**src/rtl/reg_file_wb_arbiter.sv**
```systemverilog
// Writeback arbiter: two requester FIFOs share one register-file write port.
// Round-robin grant, registered WB_* outputs, pending-write hazard query.
`ifndef WORD_WIDTH
`define WORD_WIDTH 32
`endif
`ifndef REG_FILE_DEPTH
`define REG_FILE_DEPTH 4
`endif

module reg_file_wb_arbiter #(
    parameter int FIFO_DEPTH = 2
) (
    input  logic                       clk,
    input  logic                       rst,
    input  logic                       a_valid,
    input  logic [`REG_FILE_DEPTH-1:0] a_dest,
    input  logic [`WORD_WIDTH-1:0]     a_res,
    output logic                       a_ready,
    input  logic                       b_valid,
    input  logic [`REG_FILE_DEPTH-1:0] b_dest,
    input  logic [`WORD_WIDTH-1:0]     b_res,
    output logic                       b_ready,
    input  logic [`REG_FILE_DEPTH-1:0] src1,
    input  logic [`REG_FILE_DEPTH-1:0] src2,
    output logic                       hit1,
    output logic                       hit2,
    output logic                       WB_EN,
    output logic [`REG_FILE_DEPTH-1:0] WB_Dest,
    output logic [`WORD_WIDTH-1:0]     WB_Res,
    output logic                       busy
);
    localparam int PW = (FIFO_DEPTH == 4) ? 2 : 1;
    localparam int CW = PW + 1;
    localparam logic [CW-1:0] FULL = CW'(FIFO_DEPTH);
    localparam logic [PW-1:0] LAST = PW'(FIFO_DEPTH - 1);

    // Index 0 is requester A, index 1 is requester B.
    logic [`REG_FILE_DEPTH-1:0] q_dest [2][FIFO_DEPTH];
    logic [`WORD_WIDTH-1:0]     q_res  [2][FIFO_DEPTH];
    logic [PW-1:0]              wp     [2];
    logic [PW-1:0]              rp     [2];
    logic [CW-1:0]              cnt    [2];
    logic                       last_b;

    logic [`REG_FILE_DEPTH-1:0] in_dest [2];
    logic [`WORD_WIDTH-1:0]     in_res  [2];
    logic [1:0]                 in_valid;
    logic [1:0]                 ready;
    logic [1:0]                 nonempty;
    logic [1:0]                 push;
    logic [1:0]                 pop;

    function automatic logic [PW-1:0] nxt(input logic [PW-1:0] p);
        return (p == LAST) ? '0 : p + PW'(1);
    endfunction

    function automatic logic occupied(input logic [PW-1:0] idx,
                                      input logic [PW-1:0] head,
                                      input logic [CW-1:0] n);
        logic [PW-1:0] off;
        off = idx - head;
        return {1'b0, off} < n;
    endfunction

    always_comb begin
        in_valid   = {b_valid, a_valid};
        in_dest[0] = a_dest;
        in_dest[1] = b_dest;
        in_res[0]  = a_res;
        in_res[1]  = b_res;
        for (int r = 0; r < 2; r++) begin
            ready[r]    = (cnt[r] != FULL);
            nonempty[r] = (cnt[r] != '0);
            push[r]     = in_valid[r] & ready[r];
        end
        // A wins unless B is waiting and A was served last.
        pop[0] = nonempty[0] & (~nonempty[1] | last_b);
        pop[1] = nonempty[1] & ~pop[0];
    end

    assign a_ready = ready[0];
    assign b_ready = ready[1];
    assign busy    = nonempty[0] | nonempty[1] | WB_EN;

    always_comb begin
        hit1 = WB_EN && (WB_Dest == src1);
        hit2 = WB_EN && (WB_Dest == src2);
        for (int r = 0; r < 2; r++) begin
            for (int i = 0; i < FIFO_DEPTH; i++) begin
                if (occupied(PW'(i), rp[r], cnt[r])) begin
                    if (q_dest[r][i] == src1) hit1 = 1'b1;
                    if (q_dest[r][i] == src2) hit2 = 1'b1;
                end
            end
        end
    end

    always_ff @(posedge clk or posedge rst) begin
        if (rst) begin
            for (int r = 0; r < 2; r++) begin
                wp[r]  <= '0;
                rp[r]  <= '0;
                cnt[r] <= '0;
                for (int i = 0; i < FIFO_DEPTH; i++) begin
                    q_dest[r][i] <= '0;
                    q_res[r][i]  <= '0;
                end
            end
            last_b  <= 1'b1;
            WB_EN   <= 1'b0;
            WB_Dest <= '0;
            WB_Res  <= '0;
        end else begin
            for (int r = 0; r < 2; r++) begin
                if (push[r]) begin
                    q_dest[r][wp[r]] <= in_dest[r];
                    q_res[r][wp[r]]  <= in_res[r];
                    wp[r]            <= nxt(wp[r]);
                end
                if (pop[r]) rp[r] <= nxt(rp[r]);
                cnt[r] <= cnt[r] + CW'(push[r]) - CW'(pop[r]);
            end
            if (pop[0]) begin
                WB_EN   <= 1'b1;
                WB_Dest <= q_dest[0][rp[0]];
                WB_Res  <= q_res[0][rp[0]];
                last_b  <= 1'b0;
            end else if (pop[1]) begin
                WB_EN   <= 1'b1;
                WB_Dest <= q_dest[1][rp[1]];
                WB_Res  <= q_res[1][rp[1]];
                last_b  <= 1'b1;
            end else begin
                WB_EN <= 1'b0;
            end
        end
    end

endmodule

```
**config.mk**
```make
export PLATFORM = sky130hd
export DESIGN_NAME = reg_file_wb_arbiter
export DESIGN_NICKNAME = d
export VERILOG_FILES = /design/src/rtl/reg_file_wb_arbiter.sv
export SDC_FILE = /design/constraint.sdc
export NUM_CORES = 1
export LEC_CHECK = 0
export ABC_AREA = 1
export BUFFER_PORTS_ARGS = -buffer_cell sky130_fd_sc_hd__buf_2
export CAP_MARGIN = 20
export CORE_UTILIZATION = 58
export DETAILED_ROUTE_END_ITERATION = 8
export GPL_TIMING_DRIVEN = 0
export PLACE_DENSITY = 0.86
export SETUP_SLACK_MARGIN = 0.4
export SLEW_MARGIN = 20
export SYNTH_ARGS = -nofsm -noshare
export SYNTH_HDL_FRONTEND = slang
export SYNTH_SLANG_ARGS = --single-unit
export TNS_END_PERCENT = 5
```
**constraint.sdc**
```tcl
create_clock -name clk -period 6.85 [get_ports clk]
set_input_delay 0.3425 -clock clk [delete_from_list [all_inputs] [get_ports clk]]
set_output_delay 0.3425 -clock clk [all_outputs]
set_load 0.005 [all_outputs]
```
==> results.yml <==
placed_design:
  dp_hpwl_um: 16800
  placed_cells: 1439
  dpl_cell_area_um2: 9910
  place_ws_ps: 4680
  gp_congestion: 0.948
  port_buffers: 118
grt:
  grt_pass1_wl_um: 37500
  grt_max_degree: 97
  grt_pass1_vias: 7366
  grtUsageTotal_pct: 30.3
  antenna_found_initial: 0
  grt_overflow: 0
critical_path:
  r2r_end: "cnt[1]"
  start_kind: "flip-flop"
  reg2regPathDepth: 9
  endpoint: "hit2"
  crit_type: "reg -> out"
  critPathLaunch: "rp[1]"
  worstSetupEndpointType: "output port"
  reg2reg_from: "cnt[2]"
  cp.required_ps: 6510
  cp.arrival_ps: 2030
  critical_path_peak_fanout: 7
  r2r_slack_ps: 4620
yosys:
  syn-num-nets: 1220
  syn_area_per_cell_um2: 7.99
  yosysTopAreaCellShare_pct: 52.3
  synthTopCellsByArea: "dfrtp_1, nand2_1, o21ai_0, inv_1, o21ai_2"
  synth_top_family_by_area: "simple AND/OR/NAND/NOR gates"
  synthAdderAreaFrac_pct: 0.553
  seq_area_frac_synth_pct: 52.6
  synth.largest_area_cell: "dfrtp_1"
  ys_types: 27
  async_reset_ff_share_pct: 100
  synth_cells: 1132
  synth-compound-area-share_pct: 11.6
  ys.flop_type: "dfrtp_1"
  syn_area_um2: 9050
  synth-simple-area-share_pct: 24.3
  yosys_warnings: 0
  synth_xor_area_share_pct: 2.71
  ys_ff_latch: 190
  synth-edff-count: 0
  synth_mux_area_share_pct: 0
power_and_ir_drop:
  p_sw_mw: 2.20
  power_leakage_nw: 5.62
  power_density_nw_per_um2: 502
  intPower_mw: 3.06
  p_clk_share_pct: 18.4
  vdd_drop_max_mv: 0.285
  power_frac_comb_pct: 43.3
  p_sw_share_pct: 41.9
  seqPwrFrac_pct: 38.3
clock_tree:
  path_clk_slew_ps: 60
  cts_setup_buffers: 0
  cts_tree: "built"
  numCtsBuffers: 17
  clock-root-buffer: "clkbuf_16"
  cts_max_path_buffers: 2
  cts.sinks: 190
  htree_levels: 4
  clk_latency_ps: 440
  post_cts_resize_count: 0
  holdBufCountCts: 0
drt:
  ant_nets: 0
  via_count: 7810
  wirelength_um: 23200
  routedWlPerCell_um: 15.8
  initialDrtViolationCount: 734
  first_pass_iters: 7
  drc: 0
  via_per_inst: 5.32
sta:
  final.setup_skew_ps: 8.36
  max_slew_margin_pct: 56.2
  setup_violations: 0
  finalCriticalPeriod_ps: 2370
  hold-worst-slack_ps: -2.01
  hold_viol_final: 5
  setup-tns-final_ps: 0
  setup_ws_ps: 4480
  layout_worst_path_cycle_share_pct: 34.6
  timing.fmax_mhz: 421
  worst_pin_slew_ps: 657
  report.final.slew_viol_count: 0
  rsz0062_at_grt: "no"
layout:
  post-route-util_pct: 68.9
  stdcell_count: 1468
  drive_gt1_share_pct: 17.6
  fin_nets: 1358
  design_area_um2: 10500
  n_antenna_cell: 0
  syn_to_final_growth_pct: 15.8
die:
  die_height_um: 127
  floorplan.initialDensity_pct: 59.5
  core-area_um2: 15200
  die_area_um2: 16100
  dieWidth_um: 127
  io_pins: 126
  rows: 45
min_path:
  hold_class: "in -> async"
job:
  max-cap-violations: 0
run_status:
  status: "finished, violations left"
  violations: "negative hold slack"
-- kinds of logic after synthesis --
logic type                 after synthesis
AOI/OAI and AO/OA                      179
DFF                                    190
and+or+nand+nor                        563
buffers and inverters                  168
xor gates and xnor gates                28
adders and majority gates                4
-- power by group through the flow --
| stage | combinational [mW] | sequential (mW) | clock, mW |
|---|---|---|---|
| 6_report | 2.28 | 2.01 | 0.969 |
| 5_1_grt | 2.55 | 2.07 | 1.02 |
| 4_1_cts | 2.26 | 2.00 | 0.974 |
| 3_5_place_dp | 2.24 | 2.01 | 0 |
| 3_3_place_gp | 2.14 | 1.99 | 0 |
| 2_1_floorplan | 1.57 | 1.94 | 0 |
-- cell type report --
class | count | area (um^2)
plain buffers | 63 | 354
clock buffers | 24 | 482
clock inverters | 5 | 83.8
fillers | 1237 | 4730
inverters | 105 | 402
multi-input cells | 774 | 3540
flip-flops and latches | 190 | 4760
well taps | 188 | 235
repair buffers | 119 | 618
-- registers in the layout, summed over array words and instances (netlist names) --
signal / cells
last_b: 1
q_dest: 16
rp: 2
cnt: 4
q_res: 128
WB_Res: 32
WB_EN: 1
wp: 2
WB_Dest: 4
-- cells in the final DEF, fill, tap and decap left out, types with 17 or more instances in the layout --
master	instances
clkbuf_1	34
clkbuf_16	17
xnor2_1	19
dfrtp_1	189
o21ai_2	36
nand3_1	46
o21ai_1	36
inv_1	99
nor2_1	54
nand2_1	454
buf_2	134
o21ai_0	99
-- worst max-delay path, stage by stage, from the launching register on --
cell	delay, ps
dfrtp_1	310
buf_2	140
clkinv_1	230
o21ai_0	390
nand3_1	120
nor2_1	170
nor2_1	70
nand2_1	60
buf_2	100
-- cell usage after synthesis (2+ instances only) --
master,instances
buf_2,16
dfrtp_1,189
buf_1,2
xnor2_1,19
buf_6,11
nor2_1,54
o21ai_2,36
nand2_2,5
xor2_1,9
inv_2,4
o211ai_1,4
buf_4,4
ha_1,4
clkbuf_1,30
o21ai_0,99
nand3_1,46
a21oi_1,2
or2_1,2
o21ai_1,36
nand2_1,454
inv_1,100
-- worst min-delay path by stage --
stage	from	to	slack, ps
floorplan	q_res[10]	q_res[10]	450
global placement	WB_Res[19]	WB_Res[19]	460
detailed placement	WB_Res[7]	WB_Res[7]	460
CTS	rst	q_dest[13]	30
global route	rst	q_dest[13]	40
finish	rst	q_dest[15]	-2
-- stage by stage --
stage                     hold slack, ps  power (mW)
after global routing                39.1        5.64
final                              -2.01        5.26
after global placement               460        4.13
after CTS                           32.2        5.24
after floorplan                      453        3.51
after detailed placement             464        4.25
-- layer usage --
| metal | up-vias | GRT usage, % | share of wire (%) |
|---|---|---|---|
| li1 | 3775 | - | - |
| met1 | 3667 | 42.1 | 43 |
| met2 | 327 | 47.8 | 47 |
| met3 | 41 | 6.24 | 7.0 |
| met4 | 0 | 10.4 | 2.6 |
| met5 | - | 0 | 0 |
Note: power is estimated with default switching activity, not from simulation.
